**src/rtl/sweep_capture_ctrl_pkg.sv**
```systemverilog
// Shared types and MISR helper for the exhaustive-sweep capture controller.
// Latency: n/a (types, constants and a pure function only).
// Backpressure: n/a.
//
// Contents:
//   state_t   - sequencer states IDLE / SETTLE / EMIT / DONE
//   MISR_W    - signature width
//   MISR_POLY - feedback taps (CRC-16/CCITT polynomial)
//   misr_step - one signature update with a new data word
package sweep_ctrl_pkg;

    typedef enum logic [1:0] {
        IDLE   = 2'd0,
        SETTLE = 2'd1,
        EMIT   = 2'd2,
        DONE   = 2'd3
    } state_t;

    localparam int                MISR_W    = 16;
    localparam logic [MISR_W-1:0] MISR_POLY = 16'h1021;

    // Shift left, fold the outgoing MSB back through the polynomial, then
    // XOR in the new data word.
    function automatic logic [MISR_W-1:0] misr_step(
        input logic [MISR_W-1:0] sig,
        input logic [MISR_W-1:0] din
    );
        logic [MISR_W-1:0] fb;
        fb = sig[MISR_W-1] ? MISR_POLY : '0;
        return {sig[MISR_W-2:0], 1'b0} ^ fb ^ din;
    endfunction

endpackage

```
**src/rtl/sweep_capture_ctrl_if.sv**
```systemverilog
// Record stream from the sweep controller to its consumer.
// Latency: n/a (wires only).
// Backpressure: valid/ready; master holds vec/resp stable while valid & !ready.
//
// Signals:
//   rec_valid - record valid (master)
//   rec_ready - consumer ready (slave)
//   rec_vec   - stimulus vector of the record (master)
//   rec_resp  - sampled DUT response of the record (master)
interface sweep_capture_ctrl_if #(
    parameter int N_IN  = 4,
    parameter int N_OUT = 1
) ();

    logic             rec_valid;
    logic             rec_ready;
    logic [N_IN-1:0]  rec_vec;
    logic [N_OUT-1:0] rec_resp;

    modport master (
        output rec_valid,
        output rec_vec,
        output rec_resp,
        input  rec_ready
    );

    modport slave (
        input  rec_valid,
        input  rec_vec,
        input  rec_resp,
        output rec_ready
    );

endinterface

```
**src/rtl/sweep_capture_ctrl_misr.sv**
```systemverilog
// 16-bit multiple-input signature register with synchronous clear.
// Latency: signature reflects data_in one cycle after enable.
// Backpressure: none; the caller gates enable with its own handshake.
//
// Ports:
//   CK, reset - clock and async active-low reset
//   clear     - zero the signature (wins over enable)
//   enable    - fold data_in into the signature this edge
//   data_in   - 16-bit data word
//   sig       - current signature
module sweep_misr16
    import sweep_ctrl_pkg::*;
(
    input  logic              CK,
    input  logic              reset,
    input  logic              clear,
    input  logic              enable,
    input  logic [MISR_W-1:0] data_in,
    output logic [MISR_W-1:0] sig
);

    always_ff @(posedge CK or negedge reset) begin
        if (!reset) begin
            sig <= '0;
        end else if (clear) begin
            sig <= '0;
        end else if (enable) begin
            sig <= misr_step(sig, data_in);
        end
    end

endmodule

```
**src/rtl/sweep_capture_ctrl.sv**
```systemverilog
// Exhaustive input sweep of a benchmark DUT with one {vector,response} record per vector.
// Latency: SETTLE_CYC cycles per vector to sample, record valid the cycle after; SETTLE_CYC+1 per vector at full rate.
// Backpressure: record held stable while rec_ready is low, sweep stalls indefinitely.
//
// Ports:
//   CK, reset       - clock, async active-low reset
//   start, abort    - begin a sweep from idle / cancel a sweep in progress
//   busy, done      - sweep in progress / one-cycle completion pulse
//   dut_in, dut_out - registered stimulus to and response from the DUT
//   rec             - record stream (valid/ready, vec, resp)
//   hit_cnt         - accepted records with non-zero response
//   signature       - MISR over accepted {vec, resp} records
module sweep_capture_ctrl
    import sweep_ctrl_pkg::*;
#(
    parameter int N_IN       = 4,
    parameter int N_OUT      = 1,
    parameter int SETTLE_CYC = 1
) (
    input  logic               CK,
    input  logic               reset,
    input  logic               start,
    input  logic               abort,
    output logic               busy,
    output logic               done,
    output logic [N_IN-1:0]    dut_in,
    input  logic [N_OUT-1:0]   dut_out,
    sweep_capture_ctrl_if.master rec,
    output logic [N_IN:0]      hit_cnt,
    output logic [MISR_W-1:0]  signature
);

    localparam int                CNT_W    = (SETTLE_CYC > 1) ? $clog2(SETTLE_CYC) : 1;
    localparam logic [CNT_W-1:0]  CNT_LOAD = CNT_W'(SETTLE_CYC - 1);
    localparam logic [CNT_W-1:0]  CNT_ONE  = CNT_W'(1);
    localparam logic [N_IN-1:0]   VEC_LAST = '1;
    localparam logic [N_IN-1:0]   VEC_ONE  = N_IN'(1);

    state_t            state;
    logic [N_IN-1:0]   vec;
    logic [CNT_W-1:0]  cnt;

    logic              hs;
    logic              sweep_go;
    logic [N_IN:0]     hit_inc;
    logic [MISR_W-1:0] misr_din;

    assign hs       = (state == EMIT) && rec.rec_valid && rec.rec_ready;
    assign sweep_go = (state == IDLE) && start;
    assign hit_inc  = {{N_IN{1'b0}}, |rec.rec_resp};

    // Record packed as {vec, resp} right-aligned in the 16-bit MISR word.
    always_comb begin
        misr_din = '0;
        misr_din[N_IN+N_OUT-1:0] = {rec.rec_vec, rec.rec_resp};
    end

    always_ff @(posedge CK or negedge reset) begin
        if (!reset) begin
            state         <= IDLE;
            vec           <= '0;
            cnt           <= '0;
            dut_in        <= '0;
            rec.rec_valid <= 1'b0;
            rec.rec_vec   <= '0;
            rec.rec_resp  <= '0;
            busy          <= 1'b0;
            done          <= 1'b0;
            hit_cnt       <= '0;
        end else begin
            done <= 1'b0;
            case (state)
                IDLE: begin
                    // start beats a simultaneous abort; abort alone is a no-op here
                    if (start) begin
                        vec     <= '0;
                        dut_in  <= '0;
                        cnt     <= CNT_LOAD;
                        hit_cnt <= '0;
                        busy    <= 1'b1;
                        state   <= SETTLE;
                    end
                end

                SETTLE: begin
                    if (abort) begin
                        state         <= IDLE;
                        busy          <= 1'b0;
                        dut_in        <= '0;
                        rec.rec_valid <= 1'b0;
                    end else if (cnt == '0) begin
                        rec.rec_resp  <= dut_out;
                        rec.rec_vec   <= vec;
                        rec.rec_valid <= 1'b1;
                        state         <= EMIT;
                    end else begin
                        cnt <= cnt - CNT_ONE;
                    end
                end

                EMIT: begin
                    // A record accepted on the abort edge still counts.
                    if (hs) begin
                        rec.rec_valid <= 1'b0;
                        hit_cnt       <= hit_cnt + hit_inc;
                    end
                    if (abort) begin
                        state         <= IDLE;
                        busy          <= 1'b0;
                        dut_in        <= '0;
                        rec.rec_valid <= 1'b0;
                    end else if (hs) begin
                        if (vec == VEC_LAST) begin
                            // Terminate on the all-ones vector so vec never wraps.
                            state <= DONE;
                            busy  <= 1'b0;
                            done  <= 1'b1;
                        end else begin
                            vec    <= vec + VEC_ONE;
                            dut_in <= vec + VEC_ONE;
                            cnt    <= CNT_LOAD;
                            state  <= SETTLE;
                        end
                    end
                end

                DONE: begin
                    // start is not looked at here; it must be reissued in IDLE
                    state <= IDLE;
                end

                default: begin
                    state <= IDLE;
                end
            endcase
        end
    end

    sweep_misr16 u_misr (
        .CK      (CK),
        .reset   (reset),
        .clear   (sweep_go),
        .enable  (hs),
        .data_in (misr_din),
        .sig     (signature)
    );

endmodule

```
**src/flat_wrapper.sv**
```systemverilog
// flat-port wrapper written by rule: the top's interface ports become plain ports
module sweep_capture_ctrl_flat import sweep_ctrl_pkg::*;
#(
    parameter int N_IN       = 4,
    parameter int N_OUT      = 1,
    parameter int SETTLE_CYC = 1
)
  (CK, reset, start, abort, busy, done, dut_in, dut_out, hit_cnt, signature, rec_rec_valid, rec_rec_vec, rec_rec_resp, rec_rec_ready);
  sweep_capture_ctrl_if #(.N_IN(N_IN), .N_OUT(N_OUT)) rec_i ();
  input  logic CK;
  input  logic reset;
  input  logic start;
  input  logic abort;
  output logic busy;
  output logic done;
  output logic [N_IN-1:0] dut_in;
  input  logic [N_OUT-1:0] dut_out;
  output logic [N_IN:0] hit_cnt;
  output logic [MISR_W-1:0] signature;
  output wire logic [$bits(rec_i.rec_valid)-1:0] rec_rec_valid;
  output wire logic [$bits(rec_i.rec_vec)-1:0] rec_rec_vec;
  output wire logic [$bits(rec_i.rec_resp)-1:0] rec_rec_resp;
  input wire logic [$bits(rec_i.rec_ready)-1:0] rec_rec_ready;
  assign rec_rec_valid = rec_i.rec_valid;
  assign rec_rec_vec = rec_i.rec_vec;
  assign rec_rec_resp = rec_i.rec_resp;
  assign rec_i.rec_ready = rec_rec_ready;
  sweep_capture_ctrl #(.N_IN(N_IN), .N_OUT(N_OUT), .SETTLE_CYC(SETTLE_CYC)) u_core (.CK(CK), .reset(reset), .start(start), .abort(abort), .busy(busy), .done(done), .dut_in(dut_in), .dut_out(dut_out), .rec(rec_i), .hit_cnt(hit_cnt), .signature(signature));
endmodule
```
**config.mk**
```make
export PLATFORM = sky130hd
export DESIGN_NAME = sweep_capture_ctrl_flat
export DESIGN_NICKNAME = d
export VERILOG_FILES = /design/src/rtl/sweep_capture_ctrl_pkg.sv /design/src/rtl/sweep_capture_ctrl_if.sv /design/src/rtl/sweep_capture_ctrl_misr.sv /design/src/rtl/sweep_capture_ctrl.sv /design/src/flat_wrapper.sv
export SDC_FILE = /design/constraint.sdc
export NUM_CORES = 1
export LEC_CHECK = 0
export CORE_ASPECT_RATIO = 0.7
export CORE_UTILIZATION = 24
export DETAILED_ROUTE_END_ITERATION = 7
export PLACE_DENSITY = 0.49
export SYNTH_ARGS = -nofsm -noshare
export SYNTH_HDL_FRONTEND = slang
export SYNTH_SLANG_ARGS = --single-unit
```
**constraint.sdc**
```tcl
create_clock -name CK -period 2.1 [get_ports CK]
set_input_delay 0.315 -clock CK [delete_from_list [all_inputs] [get_ports CK]]
set_output_delay 0.315 -clock CK [all_outputs]
set_load 0.05 [all_outputs]
```
# Word-level counts from Yosys, hierarchy flattened
# Index checks and enable logic that the tools add are counted.
# word_totals
regBits,40
output_inout_bits,33
word_cells,91
# op_classes
addsub,3
eq_ne,14
n_mux,43
n_bitwise,4
reduce_logical,16
# ops
operator,count
16-bit two-way mux,2
4-bit two-way mux,6
1-bit two-way mux,19
16-bit by 13-bit XOR with 16-bit output,1
16-bit by 5-bit XOR with 16-bit output,1
5-bit AND reduction,3
13-bit two-way mux,1
2-bit two-way mux,6
4-bit one-hot mux with 3 select lines,1
3-bit AND reduction,4
5-bit two-way mux,2
2-bit inequality test (second input constant),5
5-bit one-hot mux with 2 select lines,1
3-bit inequality test (second input constant),3
2-bit one-hot mux with 4 select lines,1
4-bit one-hot mux with 2 select lines,1
1-bit one-hot mux with 3 select lines,2
6-bit AND reduction,1
2-bit nonzero test,3
5-bit by 1-bit adder with 5-bit output,1
4-bit by 1-bit adder with 4-bit output (second input constant),1
2-bit == test (second input constant),2
4-bit == test (second input constant),1
1-bit logical AND,3
other kinds (8),9

# Logic depth before layout (Yosys ltp)
# Gate-level depths: netlist of run 1.
# logic_depth
ltp_word,6
mapped_depth,9
depth_no_buf,6

# Hierarchy
# A second synthesis of run 1 with hierarchy kept.
# hier_totals
hier_cells,190
hier_area_um2,2028.2
# modules_own_cells
mod,instances,cells_each,area_each_um2,seq_area_each_um2
sweep_capture_ctrl,1,121,1243.7,575.6
sweep_misr16,1,69,784.5,400.4

# Worst setup path after synthesis of run 1
# OpenSTA, ideal clock, no wires.
# synth_path
path_type,register -> register
from,reg u_core.state[0]
to,reg u_core.hit_cnt[3]
setup_ps,121
arrival_time_ps,1645
slack_ps,334
path_stages_with_launch,10
n_path_buf,3
cell_sequence,dfrtp_1 inv_1 ha_1 buf_4 and3_1 buf_2 o21bai_1 buf_4 o21ai_0 a22o_1
# synth_via
elab_chain_cells,5
elab_cells_between_ends,9
classes_between,3 x eq/ne; 1 x mux; 5 x reduce/logical
# synth_lines
element,line_no,source
from (decl),sweep_capture_ctrl.sv:39,state_t state;
from (signal assigned),sweep_capture_ctrl.sv:60,state <= IDLE;
from (signal assigned),sweep_capture_ctrl.sv:81,state <= SETTLE;
from (signal assigned),sweep_capture_ctrl.sv:87,state <= IDLE;
2-bit == test,"sweep_capture_ctrl.sv:48, sweep_capture_ctrl.sv:72",
1-bit logical AND (2 in a row),sweep_capture_ctrl.sv:48,assign hs = (state == EMIT) && rec.rec_valid && rec.rec_ready;
2-bit by 1-bit inequality test with 1-bit output (no source line),--,
3-bit AND reduction (no source line),--,
to (signal assigned),sweep_capture_ctrl.sv:105,hit_cnt <= hit_cnt + hit_inc;
to (decl),sweep_capture_ctrl.sv:29,"output logic [N_IN:0] hit_cnt,"
# Parallel ways exist; a longest one is shown, timed or not.
# A chain may end at the register's enable or synchronous reset.

# Worst setup path after layout of run 1
# layout_path
from,reg u_core.state[1]
to,reg u_core.hit_cnt[4]
# The elaborated chain is that of the path after synthesis.

==> metrics list, run 1 <==
* Number of buffers inserted to repair setup after CTS: 0
- Core box area: 0.007838 mm²
- Startpoint type of the worst setup path: flip-flop
- The analysis attributes to cell leakage a power of 1.086 nW.
- Die area: 0.008455 mm²
- The multi-input combinational cells in the finished layout cover a total of 883.3 µm².
* Post-synthesis cell count: 192
- In this run, the clock network consumes 25.4% of the power.
- The hold violation count in the final report was 0.
- Final weighted congestion in routability-driven placement: 0.7095
- Net Sw Frac: 40.38%
- Register Area: 975.9 µm²
- Distinct cell type count of the synthesized netlist: 41
- Share of final-layout standard cells stronger than drive strength 1: 11.91%
- Global routing used 11.57% of the available tracks.
- TritonRoute pass-1 iters: 6
- Library cell occupying the most area in the post-synthesis netlist: sky130_fd_sc_hd__dfrtp_1
* Final-layout fill cell count: 812
- The tree is rooted in a sky130_fd_sc_hd__clkbuf_16.
- FF-to-FF setup slack: 0.18 ns
- The checks that failed: DRC.
* Number of cells in the design after placement: 328
* Num CTS Buffers: 5
- Share of async-settable or async-resettable flops after synthesis: 100.0%
* Global-route wire length before repair: 7410 µm
- Setup clock skew after layout: 0.003854 ns
* Cell types with the highest counts after synthesis: 39 x sky130_fd_sc_hd__dfrtp_1, 30 x sky130_fd_sc_hd__nand2_1, 14 x sky130_fd_sc_hd__a21oi_1
* R2R Path Start: u_core.state[1]$_DFFE_PN0P_
- Total of buffers placed on input and output ports: 38
* Mapped Nets: 206
- The clock drives 39 sinks.
- Number of violations reported at the end of detailed-routing iteration 0: 55
* Final min period: 1.917 ns
- Fmax: 0.5217 GHz
- Number of enable-type register cells in the synthesized netlist: 0
- CTS built an H-tree with a depth of 2.
* Resized cells post-CTS: 0
- Final global-route overflow total: 0
- The number of antenna violations at the first check in global routing was 0.
* Leading cell type by number of instances after synthesis: sky130_fd_sc_hd__dfrtp_1
* Initial Utilization: 24.76%
* Die H: 77.24 µm
* Share of total power in sequential cells: 32.9%
* RSZ-0062 raised after global routing: false
- Ant diodes: 0
* Antenna viol nets, final: 0
* Remaining design rule violation count: 2
* Final setup fails: 0
- Wires add up to 4500 µm.
- Top cells by area in the synthesized netlist: sky130_fd_sc_hd__dfrtp_1 50%, sky130_fd_sc_hd__nand2_1 5.8%, sky130_fd_sc_hd__ha_1 5.2%
- Summed over all nets, the switching power comes to 1.183 mW.
- For the worst flop-to-flop path, the logic depth is 7.
- Final routed wire length divided by cell count: 13.39 µm
* Highest ir drop seen on vdd: 0.6642 mV
- Across the run, the number of max-cap violations was 0.
- In this run, synthesis produced a sequential element count of 39.
- The worst path meets setup with 0.1833 ns of slack.
- Sum of internal, switching and leakage power: 2.929 mW
* Required time worst endpoint: 2.27 ns
- Timing analysis after detailed placement gives a worst setup slack of 0.1582 ns.
- 39 I/O pins were placed.
- Portion of total power attributed to combinational logic: 41.7%
* Synthesis-to-layout area growth: 33.40%
- Hold repair after CTS inserted 0 buffers.
- Syn Std Cell Area: 0.001941 mm²
* Capture point of the worst reg-to-reg path: u_core.hit_cnt[4]$_DFFE_PN0P_
- Detailed placement finished with a half-perimeter wire length of 3193 µm.
- Setup TNS: 0 ns
* Yosys warnings: 0
- The die is 109.5 µm wide.
- The setup path with the least slack is of type reg -> reg.
* CTS tree: done
- Most used flip-flop cell after synthesis: sky130_fd_sc_hd__dfrtp_1
* Final layout net count: 248
- Clk Latency, worst-skew pair: 0.28 ns
- Pin slew with the least headroom to its limit: 0.5075 ns
* Run status: complete, but fails checks
- Dividing the detail-routed via count by the number of cells gives 4.443.
- Worst min-delay path category: in -> async
- Dividing total power by cell area gives a power density of 1131 mW/mm².
* Row count: 27
- Mean instance size in the synthesized netlist: 10.11 µm²
- The total count of max-transition violations in the final report is 0.
- Clock-pin slew was measured on the worst setup and hold paths at 0.06 ns.
- Worst-path maximum fanout: 10
- The number of global-route vias before repair came to 1401.
- The clock passes through at most 2 buffers.
- Layout Cells excl Fill: 336
* Slew Limit Headroom: 66.06%
- Across all layers, the routed design uses 1493 vias.
- Entering global routing, the biggest net connects 40 pins.
- The top cell type by area accounts for 50.29% of the synthesized area.
- Sequential cells were found to cover 50.29% of the synthesized design area.
- Data on the critical path arrives at its endpoint at 2.08 ns.
- STA classifies the critical path endpoint as a flip-flop.
- Summing all placed instances gives a cell area of 0.002444 mm².
* Area of all placed cells without fillers: 0.002589 mm²
- Final cycle utilization of the critical path: 91.27%
- The internal portion of the total power is 1.746 mW.
[sequential cells by signal, indices dropped and copies added (netlist names)]
register / cells
u_core.rec.rec_vec: 4
u_core.dut_in: 4
u_core.rec.rec_resp: 1
u_core.done: 1
u_core.hit_cnt: 5
u_core.rec.rec_valid: 1
u_core.vec: 4
u_core.busy: 1
u_core.u_misr.sig: 16
u_core.state: 2
[final cells by class]
cell class                      instances  share of cell area, %
Tap cell                              101                  4.882
Clock buffer                            5                  4.833
Clock inverter                          3                 0.7733
Multi-Input combinational cell        136                  34.12
Sequential cell                        39                  37.70
Inverter                                6                 0.8700
Timing Repair Buffer                   46                  16.82
[per-stage QoR]
step,hold slack (ns),utilization [%]
floorplan,0.01941,-
global placement,0.4137,31.18
detailed placement,0.4099,31.18
CTS,0.1072,33.03
global route,0.1350,33.03
finish,0.08328,33.03
[layout by cell type, fill, tap and decap left out, types with 2 or more instances in the layout]
master / instances
sky130_fd_sc_hd__a211oi_1: 8
sky130_fd_sc_hd__a21oi_1: 14
sky130_fd_sc_hd__a2bb2oi_1: 2
sky130_fd_sc_hd__and2_1: 3
sky130_fd_sc_hd__buf_4: 8
sky130_fd_sc_hd__clkbuf_16: 5
sky130_fd_sc_hd__clkdlybuf4s50_1: 37
sky130_fd_sc_hd__clkinvlp_4: 2
sky130_fd_sc_hd__dfrtp_1: 39
sky130_fd_sc_hd__ha_1: 8
sky130_fd_sc_hd__inv_1: 6
sky130_fd_sc_hd__mux2_2: 5
sky130_fd_sc_hd__nand2_1: 30
sky130_fd_sc_hd__nand2b_1: 2
sky130_fd_sc_hd__nand3_1: 10
sky130_fd_sc_hd__nand4b_1: 2
sky130_fd_sc_hd__nor2_1: 10
sky130_fd_sc_hd__nor2b_1: 3
sky130_fd_sc_hd__o21ai_0: 4
sky130_fd_sc_hd__o22ai_1: 2
sky130_fd_sc_hd__o2bb2ai_1: 4
sky130_fd_sc_hd__o31ai_1: 2
sky130_fd_sc_hd__or2_2: 2
sky130_fd_sc_hd__xnor2_1: 8
[cell families (layout without fill, tap and decap cells)]
logic type / after synthesis / after routing / synth area share, %
XOR/XNOR: 8 / 8 / 3.611
AO/OA/AOI/OAI: 44 / 44 / 15.41
multiplexers: 6 / 6 / 3.417
adder cells (fa/ha/maj): 8 / 8 / 5.158
AND/OR/NAND/NOR: 70 / 70 / 17.93
flip-flops: 39 / 39 / 50.29
buffers and inverters: 17 / 60 / 4.190
[power groups by stage]
stage	Sequential (mW)	Combinational [mW]	Clock [mW]
final	0.963	1.22	0.745
after global routing	0.981	1.33	0.807
after CTS	0.965	1.23	0.769
after detailed placement	0.978	1.21	0
after global placement	0.977	1.21	0
after floorplan	1.25	0.556	0
[worst max-delay path, stage by stage, from the launching register on]
cell and delay (ns):
sky130_fd_sc_hd__dfrtp_1 0.40, sky130_fd_sc_hd__inv_1 0.13, sky130_fd_sc_hd__ha_1 0.20, sky130_fd_sc_hd__nor2b_1 0.32, sky130_fd_sc_hd__o21bai_1 0.21, sky130_fd_sc_hd__buf_4 0.22
sky130_fd_sc_hd__nor4_1 0.06, sky130_fd_sc_hd__a221o_1 0.26
[layer usage]
metal	share of wire, %	vias to the layer above	GRT usage [%]
met5	0	-	0
met3	5.4	5	3.827
met2	37	34	13.77
met4	0.76	0	3.600
li1	-	760	-
met1	56	694	18.63
[worst max-delay path by stage]
stage                                                  from                       endpoint  slack (ns)  cells after the start
after floorplan                 u_core.state[0]$_DFFE_PN0P_  u_core.hit_cnt[3]$_DFFE_PN0P_        0.33                      9
after global placement                                abort   u_core.dut_in[0]$_DFFE_PN0P_        0.12                      5
after detailed placement                      rec_rec_ready   u_core.dut_in[0]$_DFFE_PN0P_        0.16                      5
after CTS                 u_core.u_misr.sig[15]$_DFFE_PN0P_                  signature[15]        0.17                      1
after global routing            u_core.state[0]$_DFFE_PN0P_  u_core.hit_cnt[4]$_DFFE_PN0P_       0.002                      7
final                           u_core.state[1]$_DFFE_PN0P_  u_core.hit_cnt[4]$_DFFE_PN0P_        0.18                      7
No activity file was read; power rests on OpenSTA's default activity.
==> inputs of run 2 (changes only) <==
CAP_MARGIN = 20   (was default)
CORE_MARGIN = 4   (was default)
SYNTH_HIERARCHICAL = 1   (was default)
==> metrics list, run 2 <==
* Die H: 84.92 µm (+9.9%)
- Layout Cells excl Fill: 346 (+3.0%)
- Placement Setup Slack: 0.1798 ns (+0.02158 ns)
- In this run the worst hold path is classified as in -> async.
- Pin slew with the least headroom to its limit: 0.5261 ns (+0.01861 ns)
* Proportion of synthesized chip area in sequential cells: 48.12% (-2.2 points)
* Number of hold-repair buffers added at the cts stage: 0 (unchanged)
* Run status: completed
- Initial Utilization: 25.23% (+0.47 points)
* TritonRoute pass-1 iters: 4 (-2)
- The count of buffers inserted at the top-level ports is 38 (unchanged).
* Row count: 27 (unchanged)
* Final global-route overflow total: 0 (unchanged)
* Antenna violations before repair: 0 (unchanged)
- Syn Std Cell Area: 0.002028 mm² (+4.5%)
* Number of buffers inserted to repair setup after CTS: 0 (unchanged)
- STA classifies the critical path startpoint as a flip-flop.
* Total wire length after detailed routing: 4709 µm (+4.6%)
- The total global routing track utilization came to 10.10% (-1.5 points).
* Metal-1 WL: 2580 µm (+1.7%)
- In the synthesized netlist the dominant register cell turns out to be sky130_fd_sc_hd__dfrtp_1.
- The number of top-level pins was 39 (unchanged).
* Type of the setup path with the least slack: reg -> out
- The maximum level of the CTS H-tree was 2 (unchanged).
- Via count of the routed design: 1468 (-1.7%)
- Counting instances in the post-synthesis netlist gives the leading cell types as 39 x sky130_fd_sc_hd__dfrtp_1, 21 x sky130_fd_sc_hd__nor2_1, 15 x sky130_fd_sc_hd__xnor2_1.
- The number of DRC violations after detailed-routing iteration 0 is 55 (unchanged).
* Top-area cell type share of the netlist area: 48.12% (-2.2 points)
* Setup clock skew after layout: 0.002822 ns (-0.001032 ns)
- Final layout net count: 259 (+4.4%)
- The number of warnings printed during yosys synthesis was 6 (+6).
- Required time worst endpoint: 1.78 ns (-0.49 ns)
- The routability congestion estimate was 0.7714 (+8.7%).
* Worst setup margin: 0.1611 ns (-0.02225 ns)
* Antenna viol nets, final: 0 (unchanged)
- Final setup fails: 0 (unchanged)
- CTS placed an instance of sky130_fd_sc_hd__clkbuf_16 at the clock tree root.
- Die area: 0.01001 mm² (+18%)
- In the layout the commonest cells are 39 x sky130_fd_sc_hd__dfrtp_1, 37 x sky130_fd_sc_hd__clkdlybuf4s50_1, 21 x sky130_fd_sc_hd__nor2_1.
* Share of async-settable or async-resettable flops after synthesis: 100.0% (unchanged)
- Final cycle utilization of the critical path: 92.33% (+1.1 points)
- Remaining design rule violation count: 0 (-2)
- Ranked by total cell area, the synthesized netlist is headed by sky130_fd_sc_hd__dfrtp_1 48%, sky130_fd_sc_hd__xnor2_1 6.5%, sky130_fd_sc_hd__ha_1 5.6%.
- In the final layout, the registers with the most flip-flops are u_core/u_misr/sig (16), u_core/hit_cnt (5).
* Final hold viol count: 0 (unchanged)
- Fmax: 0.5157 GHz (-1.1%)
- The met3 layer wire length in the routed design is 174 µm (-29%).
- The ratio of cells with drive above 1 in the final layout is 11.02% (-0.89 points).
* R2R Path Start: u_core/state[0]$_DFFE_PN0P_
- u_core/u_misr/sig holds more flip-flops than any other register.
* Length of routed met2 wiring: 1918 µm (+14%)
* Standard cell with the maximum stage delay on the critical path: sky130_fd_sc_hd__clkdlybuf4s50_1
- Largest delay contributor family on the critical path: buffers and inverters
- The signal on the critical path passes through clkdlybuf4s50_1.
- CTS clock-pin slew for the worst setup and hold paths: 0.06 ns (about the same)
* Final routed wire length divided by cell count: 13.61 µm (+1.6%)
* Static Leakage: 1.172 nW (+7.9%)
* CTS tree: done
- The maximum clock path buffer count was 2 (unchanged).
- The final total negative setup slack is 0 ns (unchanged).
- Highest signal layer in the routed design: met4
- Core box area: 0.008040 mm² (+2.6%)
* Resized cells post-CTS: 0 (unchanged)
- The worst path buffer plus inverter count came to 1 (-1).
- The average cell area after synthesis is 10.67 µm² (+5.6%).
- The instance count of the mapped netlist was 190 (-1.0%).
- The clock net sink count came to 39 (unchanged).
- Setup repair after global routing left no endpoint under its margin.
* Number of enable-type register cells in the synthesized netlist: 0 (unchanged)
- The flip-flop count of the largest register, all copies and words added came to 16 (unchanged).
* Total of max-cap violations: 0 (unchanged)
- The area growth from synthesis to layout is 35.90%.
- Die Span X: 117.9 µm (+7.7%)
* Max stage delay on crit path: 0.86 ns (+0.46 ns)
* Library cell occupying the most area in the post-synthesis netlist: sky130_fd_sc_hd__dfrtp_1
* Distinct cell type count of the synthesized netlist: 38 (-7.3%)
* Timing startpoint of the critical path: u_core/u_misr/sig[15]$_DFFE_PN0P_
- The number of global-route vias before repair is 1561 (+11%).
* Slew Limit Headroom: 64.81% (-1.2 points)
* Final min period: 1.939 ns (+0.02225 ns)
- The highest ir drop seen on vdd was 0.3865 mV (-42%).
- The number of instances in the placed design is 338 (+3.0%).
- Leading cell type by number of instances after synthesis: sky130_fd_sc_hd__dfrtp_1
* Ratio of routed vias to standard cells: 4.243 (-4.5%)
- Clk Latency, worst-skew pair: 0.28 ns (about the same)
- The library cell used most frequently in the layout, excluding fill and tap cells, is sky130_fd_sc_hd__dfrtp_1.
- Element type at the critical path end: primary output
* Seq cells post-synth: 39 (unchanged)
- Power density cells: 1447 mW/mm² (+28%)
* Global-route wire length before repair: 8121 µm (+9.6%)
* Worst-path maximum fanout: 5 (-5)
- CP arrival: 1.62 ns (-0.46 ns)
- Max Transition Viols Final: 0 (unchanged)
- The number of antenna diodes was 0 (unchanged).
- Maximum number of pins on one net before global-route repair: 40 (unchanged)
- The half-perimeter wire length of the detailed placement result was 3440 µm (+7.7%).
* Num CTS Buffers: 5 (unchanged)
## run 2: changes by cell type in the layout (fill, tap and decap cells not counted), moves of 4 or more
cell | before | now
sky130_fd_sc_hd__a211oi_1 | 8 | 14
sky130_fd_sc_hd__a21oi_1 | 14 | 2
sky130_fd_sc_hd__conb_1 | 0 | 11
sky130_fd_sc_hd__inv_1 | 6 | 10
sky130_fd_sc_hd__mux2i_1 | 1 | 6
sky130_fd_sc_hd__nand2_1 | 30 | 13
sky130_fd_sc_hd__nand3_1 | 10 | 6
sky130_fd_sc_hd__nor2_1 | 10 | 21
sky130_fd_sc_hd__o21ai_0 | 4 | 10
sky130_fd_sc_hd__o2bb2ai_1 | 4 | 0
sky130_fd_sc_hd__xnor2_1 | 8 | 15
## run 2: cell families (layout without fill, tap and decap cells)
logic type | count (synthesis) | in the layout | synth area share (%)
AND/OR/NAND/NOR | 53 | 53 | 11.66
AO/OA/AOI/OAI | 39 | 39 | 14.56
flip-flops | 39 | 39 | 48.12
buffers and inverters | 19 | 64 | 4.010
XOR/XNOR | 18 | 18 | 9.439
multiplexers | 12 | 12 | 6.477
adder cells (fa/ha/maj) | 9 | 9 | 5.552
other | 1 | 11 | 0.1849
## run 2: layer usage
layer	global-route usage, %	vias up
met5	0	-
met4	2.553	0
met3	3.264	2
met2	14.70	21
met1	14.43	689
li1	-	756
## run 2: layout make-up
type | count | area (µm²)
clock inverter | 1 | 7.507
multi-input combinational | 142 | 1008
tap | 101 | 126.4
sequential | 39 | 975.9
fill | 829 | 5284
clock buffer | 7 | 152.6
timing repair buffer | 46 | 447.9
inverter | 10 | 37.54
## run 2: worst paths after layout
check / end / slack [ns] / cells past startpoint
max: signature[15] / 0.16 / 1
min: u_core/dut_in[3]$_DFFE_PN0P_ / 0.09 / 2
max reg2reg: u_core/vec[0]$_DFFE_PN0P_ / 0.19 / 7
min reg2reg: u_core/dut_in[0]$_DFFE_PN0P_ / 0.50 / 1
max in group asynchronous: u_core/dut_in[1]$_DFFE_PN0P_ / 1.64 / 2
min in group CK: u_core/dut_in[0]$_DFFE_PN0P_ / 0.50 / 1
## run 2: stage by stage
| stage | area [µm²] | hold WS, ns | total power, mW | util (%) |
|---|---|---|---|---|
| 4_1_cts | 2756 | 0.1219 | 4.057 | 34.28 |
| 5_1_grt | 2756 | 0.1505 | 4.264 | 34.28 |
| 2_1_floorplan | 2066 | 0.01941 | 2.583 | - |
| 3_5_place_dp | 2596 | 0.4248 | 3.226 | 32.29 |
| 6_report | 2756 | 0.08730 | 3.988 | 34.28 |
| 3_3_place_gp | 2596 | 0.4138 | 3.207 | 32.29 |
## run 2: power by group
part	switching [mW]	internal (mW)	total (mW)	leakage, nW
sequential	0.220	0.951	1.17	0.531
clock	0.295	0.505	0.800	0.0761
combinational	1.21	0.811	2.02	0.565
total	1.72	2.27	3.99	1.17
